--- config.mk ---
export PLATFORM = sky130hd
export DESIGN_NAME = dpu_cmd_arbiter
export DESIGN_NICKNAME = d
export VERILOG_FILES = /design/src/rtl/dpu_pkg.sv /design/src/rtl/dpu_rr_arb.sv /design/src/rtl/dpu_cmd_arbiter.sv
export SDC_FILE = /design/constraint.sdc
export NUM_CORES = 1
export LEC_CHECK = 0
export BUFFER_PORTS_ARGS = -buffer_cell sky130_fd_sc_hd__buf_2
export CORE_ASPECT_RATIO = 1.5
export CORE_MARGIN = 2
export CORE_UTILIZATION = 46
export CTS_CLUSTER_SIZE = 8
export DETAILED_ROUTE_END_ITERATION = 6
export PLACE_DENSITY_LB_ADDON = 0.12
export SLEW_MARGIN = 10
export SYNTH_ARGS = -nofsm -noshare
export SYNTH_HDL_FRONTEND = slang
export SYNTH_SLANG_ARGS = --single-unit
export TNS_END_PERCENT = 1
--- constraint.sdc ---
create_clock -name clk -period 2.6 [get_ports clk]
set_input_delay 0.26 -clock clk [delete_from_list [all_inputs] [get_ports clk]]
set_output_delay 0.26 -clock clk [all_outputs]
set_load 0.01 [all_outputs]
--- src/rtl/dpu_pkg.sv ---
// Shared types and defaults for the dpu_top command arbiter.
package dpu_pkg;

    typedef enum logic [2:0] {
        CMD_NOP        = 3'd0,
        CMD_WRITE_BYTE = 3'd1,
        CMD_RUN        = 3'd2,
        CMD_SET_ADDR   = 3'd3,
        CMD_READ_BYTE  = 3'd4
    } cmd_type_e;

    typedef enum logic [2:0] {
        S_IDLE,
        S_ISSUE,
        S_WAIT_RSP,
        S_WAIT_RUN,
        S_DONE
    } arb_state_t;

    localparam logic [7:0] DEF_RSP_MASK = 8'h10;
    localparam logic [7:0] DEF_RUN_MASK = 8'h04;

    function automatic logic mask_hit(input logic [7:0] mask, input logic [2:0] cmd_type);
        return mask[cmd_type];
    endfunction

endpackage

--- src/rtl/dpu_rr_arb.sv ---
// Combinational round-robin picker: first asserted request at or after ptr, wrapping.
module dpu_rr_arb #(
    parameter int NREQ  = 2,
    parameter int IDX_W = $clog2(NREQ)
) (
    input  logic [NREQ-1:0]  req,
    input  logic [IDX_W-1:0] ptr,
    output logic [NREQ-1:0]  grant,
    output logic [IDX_W-1:0] grant_idx,
    output logic             any
);

    int cand;

    // NOTE: every output gets a default before the loop so no path leaves one unassigned (no latch).
    always_comb begin
        grant     = '0;
        grant_idx = '0;
        any       = 1'b0;
        cand      = 0;
        for (int i = 0; i < NREQ; i++) begin
            cand = int'(ptr) + i;
            if (cand >= NREQ) cand = cand - NREQ;
            if (!any && req[cand]) begin
                any       = 1'b1;
                grant_idx = IDX_W'(cand);
            end
        end
        if (any) grant[grant_idx] = 1'b1;
    end

endmodule

--- src/rtl/dpu_cmd_arbiter.sv ---
// Shares the single dpu_top PIO command port between NREQ requesters,
// one command in flight, response routed back to the grant owner.
module dpu_cmd_arbiter
    import dpu_pkg::*;
#(
    parameter int         NREQ      = 2,
    parameter int         ADDR_BITS = 24,
    parameter logic [7:0] RSP_MASK  = DEF_RSP_MASK,
    parameter logic [7:0] RUN_MASK  = DEF_RUN_MASK,
    parameter int         TIMEOUT   = 1024
) (
    input  logic                      clk,
    input  logic                      rst_n,
    input  logic [NREQ-1:0]           req_valid,
    output logic [NREQ-1:0]           req_ready,
    input  logic [NREQ*3-1:0]         req_type,
    input  logic [NREQ*ADDR_BITS-1:0] req_addr,
    input  logic [NREQ*8-1:0]         req_data,
    output logic [NREQ-1:0]           rsp_valid,
    output logic [7:0]                rsp_data,
    output logic                      rsp_err,
    output logic                      dpu_cmd_valid,
    input  logic                      dpu_cmd_ready,
    output logic [2:0]                dpu_cmd_type,
    output logic [ADDR_BITS-1:0]      dpu_cmd_addr,
    output logic [7:0]                dpu_cmd_data,
    input  logic                      dpu_rsp_valid,
    input  logic [7:0]                dpu_rsp_data,
    input  logic                      dpu_done,
    input  logic                      dpu_reload_req,
    output logic [$clog2(NREQ)-1:0]   owner,
    output logic                      busy_arb
);

    localparam int IDX_W = $clog2(NREQ);
    localparam int CNT_W = $clog2(TIMEOUT) + 1;

    arb_state_t           state;
    logic [IDX_W-1:0]     rr_ptr;
    logic [IDX_W-1:0]     owner_q;
    logic [CNT_W-1:0]     wait_cnt;
    logic [CNT_W-1:0]     cnt_next;
    logic                 timeout_hit;
    logic [2:0]           type_q;
    logic [ADDR_BITS-1:0] addr_q;
    logic [7:0]           data_q;
    logic [7:0]           rsp_q;
    logic                 err_q;

    logic [NREQ-1:0]      grant;
    logic [IDX_W-1:0]     grant_idx;
    logic                 grant_any;

    dpu_rr_arb #(.NREQ(NREQ), .IDX_W(IDX_W)) u_rr_arb (
        .req       (req_valid),
        .ptr       (rr_ptr),
        .grant     (grant),
        .grant_idx (grant_idx),
        .any       (grant_any)
    );

    assign req_ready = (state == S_IDLE) ? grant : '0;

    // The forced release lands on the same edge the counter reaches TIMEOUT-1.
    assign cnt_next    = wait_cnt + 1'b1;
    assign timeout_hit = (cnt_next == CNT_W'(TIMEOUT - 1));

    // NOTE: all state here uses non-blocking assignments so every register samples pre-edge values.
    always_ff @(posedge clk or negedge rst_n) begin
        if (!rst_n) begin
            state    <= S_IDLE;
            rr_ptr   <= '0;
            owner_q  <= '0;
            wait_cnt <= '0;
            type_q   <= '0;
            addr_q   <= '0;
            data_q   <= '0;
            rsp_q    <= '0;
            err_q    <= 1'b0;
        end else begin
            case (state)
                S_IDLE: begin
                    if (grant_any) begin
                        owner_q <= grant_idx;
                        type_q  <= req_type[3*grant_idx +: 3];
                        addr_q  <= req_addr[ADDR_BITS*grant_idx +: ADDR_BITS];
                        data_q  <= req_data[8*grant_idx +: 8];
                        state   <= S_ISSUE;
                    end
                end
                S_ISSUE: begin
                    if (dpu_cmd_ready) begin
                        wait_cnt <= '0;
                        rsp_q    <= '0;
                        err_q    <= 1'b0;
                        if (mask_hit(RSP_MASK, type_q))      state <= S_WAIT_RSP;
                        else if (mask_hit(RUN_MASK, type_q)) state <= S_WAIT_RUN;
                        else                                 state <= S_DONE;
                    end
                end
                S_WAIT_RSP: begin
                    wait_cnt <= cnt_next;
                    if (dpu_rsp_valid) begin
                        rsp_q <= dpu_rsp_data;
                        state <= S_DONE;
                    end else if (timeout_hit) begin
                        err_q <= 1'b1;
                        state <= S_DONE;
                    end
                end
                S_WAIT_RUN: begin
                    wait_cnt <= cnt_next;
                    if (dpu_done || dpu_reload_req) begin
                        state <= S_DONE;
                    end else if (timeout_hit) begin
                        err_q <= 1'b1;
                        state <= S_DONE;
                    end
                end
                S_DONE: begin
                    rr_ptr <= (owner_q == IDX_W'(NREQ - 1)) ? '0 : owner_q + 1'b1;
                    state  <= S_IDLE;
                end
                default: state <= S_IDLE;
            endcase
        end
    end

    always_comb begin
        rsp_valid = '0;
        if (state == S_DONE) rsp_valid[owner_q] = 1'b1;
    end

    assign rsp_data      = (state == S_DONE) ? rsp_q : 8'h00;
    assign rsp_err       = (state == S_DONE) && err_q;
    assign dpu_cmd_valid = (state == S_ISSUE);
    assign dpu_cmd_type  = type_q;
    assign dpu_cmd_addr  = addr_q;
    assign dpu_cmd_data  = data_q;
    assign owner         = owner_q;
    assign busy_arb      = (state != S_IDLE);

endmodule

Word level (Yosys, flattened, before mapping)
Memory sizes are Yosys's and may differ from the RTL's.
Index checks and enable logic that the tools add are counted.
{"block": "word_totals", "regBits": 60, "wordCells": 98, "out_inout_bits": 51, "latchBits": 0, "ram_bits": 0, "inputBits": 86, "mem_bits_ro": 16, "mem_count": 2}
{"block": "op_classes", "multipliers": 2, "shift": 3, "eq_ne": 10, "mux": 41, "n_div": 0, "n_reduce_logical": 17, "n_bitwise": 0, "order_cmp": 9, "addsub": 5}
{"name": "(name not given)", "words": 8, "width": 1, "read_ports": 1, "rd_ports_with_merged_regs": 0, "wr": 0, "line_no": "dpu_pkg.sv:24", "rtl": "return mask[cmd_type];"}
{"name": "(name not given)", "words": 8, "width": 1, "read_ports": 1, "rd_ports_with_merged_regs": 0, "wr": 0, "line_no": "dpu_pkg.sv:24"}
{"op": "< comparator 32 x 3 -> 1 bit, second input constant", "count": 2}
{"op": "2-to-1 mux 32 bit", "count": 2}
{"op": "indexed part select 48 x 7 -> 24 bit", "count": 1}
{"op": ">= comparator 32 x 3 -> 1 bit, second input constant", "count": 1}
{"op": "subtractor 32 x 3 -> 32 bit, second input constant", "count": 1}
{"op": "2-to-1 mux 8 bit", "count": 3}
{"op": "case mux 11 bit (2 select lines)", "count": 1}
{"op": "2-to-1 mux 3 bit", "count": 7}
{"op": "2-to-1 mux 1 bit", "count": 19}
{"op": "case mux 8 bit (2 select lines)", "count": 1}
{"op": "indexed part select 16 x 5 -> 8 bit", "count": 1}
{"op": "case mux 3 bit (4 select lines)", "count": 1}
{"op": "adder 11 x 1 -> 11 bit, second input constant", "count": 1}
{"op": "equality test 11 x 10 -> 1 bit, second input constant", "count": 1}
{"op": "2-to-1 mux 11 bit", "count": 1}
{"op": "!= test 2 bit, second input constant", "count": 4}
{"op": "equality test 3 x 2 -> 1 bit, second input constant", "count": 2}
{"op": "multiplier 2 x 1 -> 3 bit, first input constant", "count": 2}
{"op": "2-to-1 mux 2 bit", "count": 3}
{"op": "AND reduction 2 bit", "count": 3}
{"op": "nonzero test 3 bit", "count": 2}
{"op": "indexed part select 6 x 4 -> 3 bit", "count": 1}
{"op": "logical AND 1 bit", "count": 4}
{"op": "< comparator 1 x 2 -> 1 bit, second input constant", "count": 2}
{"op": "18 further kinds", "count": 21}

Depth between registers and ports, before layout
{"block": "logic_depth", "ltp_word": 15, "ltp_mapped": 8, "ltp_nobuf": 7}

By module
A second synthesis with hierarchy kept.
{"block": "unflattened", "hier_cells": 348, "hier_area_um2": 3125.5}
{"mod": "dpu_cmd_arbiter", "cells_each": 343, "seq_area_each_um2": 1501.4, "instances": 1, "area_each_um2": 3093.0}
{"mod": "dpu_rr_arb", "cells_each": 5, "seq_area_each_um2": 0.0, "instances": 1, "area_each_um2": 32.5}

Worst setup path before layout
OpenSTA, ideal clock, no wires.
{"block": "synth_path", "path_type": "register to register", "startpoint": "register state[1]", "endpoint": "register addr_q[17] (netlist: dpu_cmd_addr[17])", "t_arrival_ns": 1.752, "stages_incl_launch_ff": 8, "setup_slack_ns": 0.721, "period_less_slack_ns": 1.879, "required_time_ns": 2.473, "path_buffers": 3, "setup_time_ns": 0.127, "cell_sequence": "dfrtp_1 -> buf_6 -> or3_4 -> or2_4 -> buf_6 -> buf_6 -> a222oi_1 -> inv_1"}
{"block": "synth_between", "elab_chain_len": 2}
{"item": "start, declared", "line_no": "dpu_cmd_arbiter.sv:38", "rtl": "arb_state_t state;"}
{"item": "start signal, assigned", "line_no": "dpu_cmd_arbiter.sv:71", "rtl": "state <= S_IDLE;"}
{"item": "start signal, assigned", "line_no": "dpu_cmd_arbiter.sv:88", "rtl": "state <= S_ISSUE;"}
{"item": "start signal, assigned", "line_no": "dpu_cmd_arbiter.sv:96", "rtl": "if (mask_hit(RSP_MASK, type_q)) state <= S_WAIT_RSP;"}
{"item": "logical NOT 3 bit", "line_no": "dpu_cmd_arbiter.sv:81", "rtl": "case (state)"}
{"item": "AND reduction 2 bit (no source line)"}
{"item": "end signal, assigned", "line_no": "dpu_cmd_arbiter.sv:86", "rtl": "addr_q <= req_addr[ADDR_BITS*grant_idx +: ADDR_BITS];"}
{"item": "end, declared", "line_no": "dpu_cmd_arbiter.sv:45", "rtl": "logic [ADDR_BITS-1:0] addr_q;"}
Every way passes these cells.
A chain may end at the register's enable or synchronous reset.

Final worst setup path
{"block": "layout_path", "startpoint": "register state[0]", "endpoint": "output req_ready[0]"}
{"block": "layout_between", "elab_chain_len": 2}
{"item": "logical NOT 3 bit", "line_no": "dpu_cmd_arbiter.sv:62", "rtl": "assign req_ready = (state == S_IDLE) ? grant : '0;"}
{"item": "2-to-1 mux 2 bit", "line_no": "dpu_cmd_arbiter.sv:62"}
{"item": "end, declared", "line_no": "dpu_cmd_arbiter.sv:15", "rtl": "output logic [NREQ-1:0] req_ready,"}
Every way passes these cells.

==> impl_metrics.env <==
export IMPL_core_um2=6130
export IMPL_mostFrequentLayoutCell="buf_2"
export IMPL_diodes=0
export IMPL_startpoint_type="register"
export IMPL_dp_cells=500
export IMPL_num_io_pins=137
export IMPL_rr_endpoint="dpu_cmd_addr[3]"
export IMPL_slew_violations=0
export IMPL_max_freq_mhz=419
export IMPL_grt_pass1_wl_mm=11.9
export IMPL_drt_iter0_markers=263
export IMPL_first_pass_iters=6
export IMPL_place_congestion=0.827
export IMPL_vias=2801
export IMPL_yosys_cell_types_count=40
export IMPL_ant_nets=0
export IMPL_finalHoldViolCount=0
export IMPL_hp_class="input port to register"
export IMPL_relSlewSlack_pct=52.7
export IMPL_syn_num_nets=386
export IMPL_crit_fanout=12
export IMPL_drc=0
export IMPL_path_clk_slew_ns=0.07
export IMPL_cts_resized=0
export IMPL_crit_start="state[0]"
export IMPL_ctsRootBufferMaster="clkbuf_8"
export IMPL_cts_tree="yes"
export IMPL_grt_pass1_vias=2720
export IMPL_clock_sinks=60
export IMPL_avgViaCountPerCell=5.42
export IMPL_netlist_instances=298
export IMPL_fin_worst_skew_ns=0.00783
export IMPL_r2r_cells=5
export IMPL_powerDensity_nw_per_um2=1080
export IMPL_yosysWarnings=0
export IMPL_cts_hold_buf=1
export IMPL_area_growth_pct=33.4
export IMPL_async_flop_share_pct=100
export IMPL_seq_area_frac_synth_pct=51.8
export IMPL_path_class="register to output pin"
export IMPL_cts_buffers=9
export IMPL_r2r_setup_slack_ns=0.56
export IMPL_rsz0062_at_grt="false"
export IMPL_worst_pin_slew_ns=0.707
export IMPL_postCtsSetupBuffers=0
export IMPL_grt_use_total_pct=22.5
export IMPL_start_util_pct=47.3
export IMPL_die_w_um=68.8
export IMPL_drt_total_wl_mm=7.36
export IMPL_netlist_area_um2=2900
export IMPL_ir_drop_mv=0.658
export IMPL_yosys_area_top_type="dfrtp_1"
export IMPL_gr_total_overflow=0
export IMPL_drive_above_1_share_pct=38.1
export IMPL_wire_per_inst_um=14.2
export IMPL_power_leakage_uw=0.00209
export IMPL_die_height_um=101
export IMPL_crit_required_ns=2.34
export IMPL_htreeDepth=3
export IMPL_port_buffer_count=136
export IMPL_timing_rr_start="state[0]"
export IMPL_run_status="finished, final reports clean"
export IMPL_clk_path_buf_depth=2
export IMPL_endpoint="req_ready[0]"
export IMPL_final_cells=517
export IMPL_nNetsFinal=526
export IMPL_ys_seq_elements=60
export IMPL_grt_start_max_net_pins=61
export IMPL_setup_tns_ns=0
export IMPL_synth_edf_count=0
export IMPL_syn_avg_cell_area_um2=9.73
export IMPL_num_rows=35
export IMPL_yosysTopAreaCellShare_pct=51.8
export IMPL_antenna_found_initial=0
export IMPL_clk_latency_ns=0.34
export IMPL_min_period_ns=2.39
export IMPL_arrival_ns=2.13
export IMPL_finalCritPeriodShare_pct=91.9
export IMPL_finalSetupViolCount=0
export IMPL_dp_hpwl_mm=5.39
export IMPL_final_cell_mix="136 x buf_2, 60 x dfrtp_1, 47 x inv_1"
export IMPL_ys_flop_type="dfrtp_1"
export IMPL_endpoint_kind="output pin"
export IMPL_drv_cap=0
export IMPL_synthTopCellsByArea="dfrtp_1 52%, a222oi_1 12%, inv_1 6.1%, o21ai_0 4.0%, nand2_1 3.2%"
export IMPL_die_area_um2=6970
==> worst min-delay path by stage <==
stage | from | endpoint | depth (start not counted)
6_report | req_addr[28] | dpu_cmd_addr[4] | 3
5_1_grt | req_data[13] | dpu_cmd_data[5] | 3
4_1_cts | req_addr[28] | dpu_cmd_addr[4] | 3
3_5_place_dp | rst_n | wait_cnt[9] | 2
3_3_place_gp | rst_n | wait_cnt[7] | 2
2_1_floorplan | rst_n | dpu_cmd_addr[0] | 0
==> where the power goes <==
group	internal (uW)	switching, uW
Sequential	1290	242
Clock	436	371
Combinational	827	1020
==> area by class of cell <==
class / count / area (um2)
Fill cell: 541 / 2260
Sequential cell: 60 / 1500
Clock inverter: 7 / 67.6
Tap cell: 74 / 92.6
Inverter: 47 / 176
Clock buffer: 9 / 124
Timing Repair Buffer: 149 / 793
Multi-Input combinational cell: 171 / 1110
==> per-stage QoR <==
| step | instance area [um2] | utilization (%) | total power, uW | hold WS (ns) | setup slack, ns |
|---|---|---|---|---|---|
| CTS | 3870 | 63.1 | 4210 | 0.118 | 0.188 |
| global route | 3870 | 63.1 | 4520 | 0.120 | 0.125 |
| global placement | 3670 | 59.8 | 3360 | 0.294 | 0.591 |
| floorplan | 2900 | - | 2750 | -0.0356 | 0.721 |
| detailed placement | 3670 | 59.8 | 3400 | 0.294 | 0.557 |
| finish | 3870 | 63.1 | 4180 | 0.127 | 0.211 |
==> logic make-up (layout without fill, tap and decap cells) <==
logic type	after synthesis	after routing	share of synthesized area (%)
buf+inv	67	212	10.0
xor+xnor	4	4	1.21
fa+ha+maj	2	2	0.863
flops	60	60	51.8
compound gates	78	78	21.0
mux	1	1	0.345
simple gates	86	86	14.8
==> synth_stat cells (5+ instances only) <==
| cell type | number |
|---|---|
| and3_1 | 10 |
| dfrtp_1 | 60 |
| clkbuf_1 | 11 |
| nand3_1 | 12 |
| nand2_1 | 25 |
| inv_1 | 47 |
| a222oi_1 | 34 |
| nor2_1 | 16 |
| o21ai_0 | 23 |
| nor3_1 | 5 |
==> state kept, by name, summed over array words and instances (netlist names) <==
register / count
dpu_cmd_addr: 24
dpu_cmd_data: 8
dpu_cmd_type: 3
err_q: 1
owner: 1
rr_ptr: 1
rsp_q: 8
state: 3
wait_cnt: 11
==> worst max-delay path, stage by stage (launching register included) <==
cell	delay [ns]
dfrtp_1	0.49
or3_4	0.45
or2_4	0.26
nor2b_2	0.38
buf_2	0.22
==> metal layers <==
metal | wire (um) | track usage [%] | vias to the layer above
met3 | 422 | 4.11 | 14
met1 | 3110 | 28.3 | 1324
li1 | - | - | 1355
met2 | 3690 | 36.6 | 108
met4 | 131 | 10.9 | 0
met5 | 0 | 0 | -
Power figures use the tool's default switching activity.
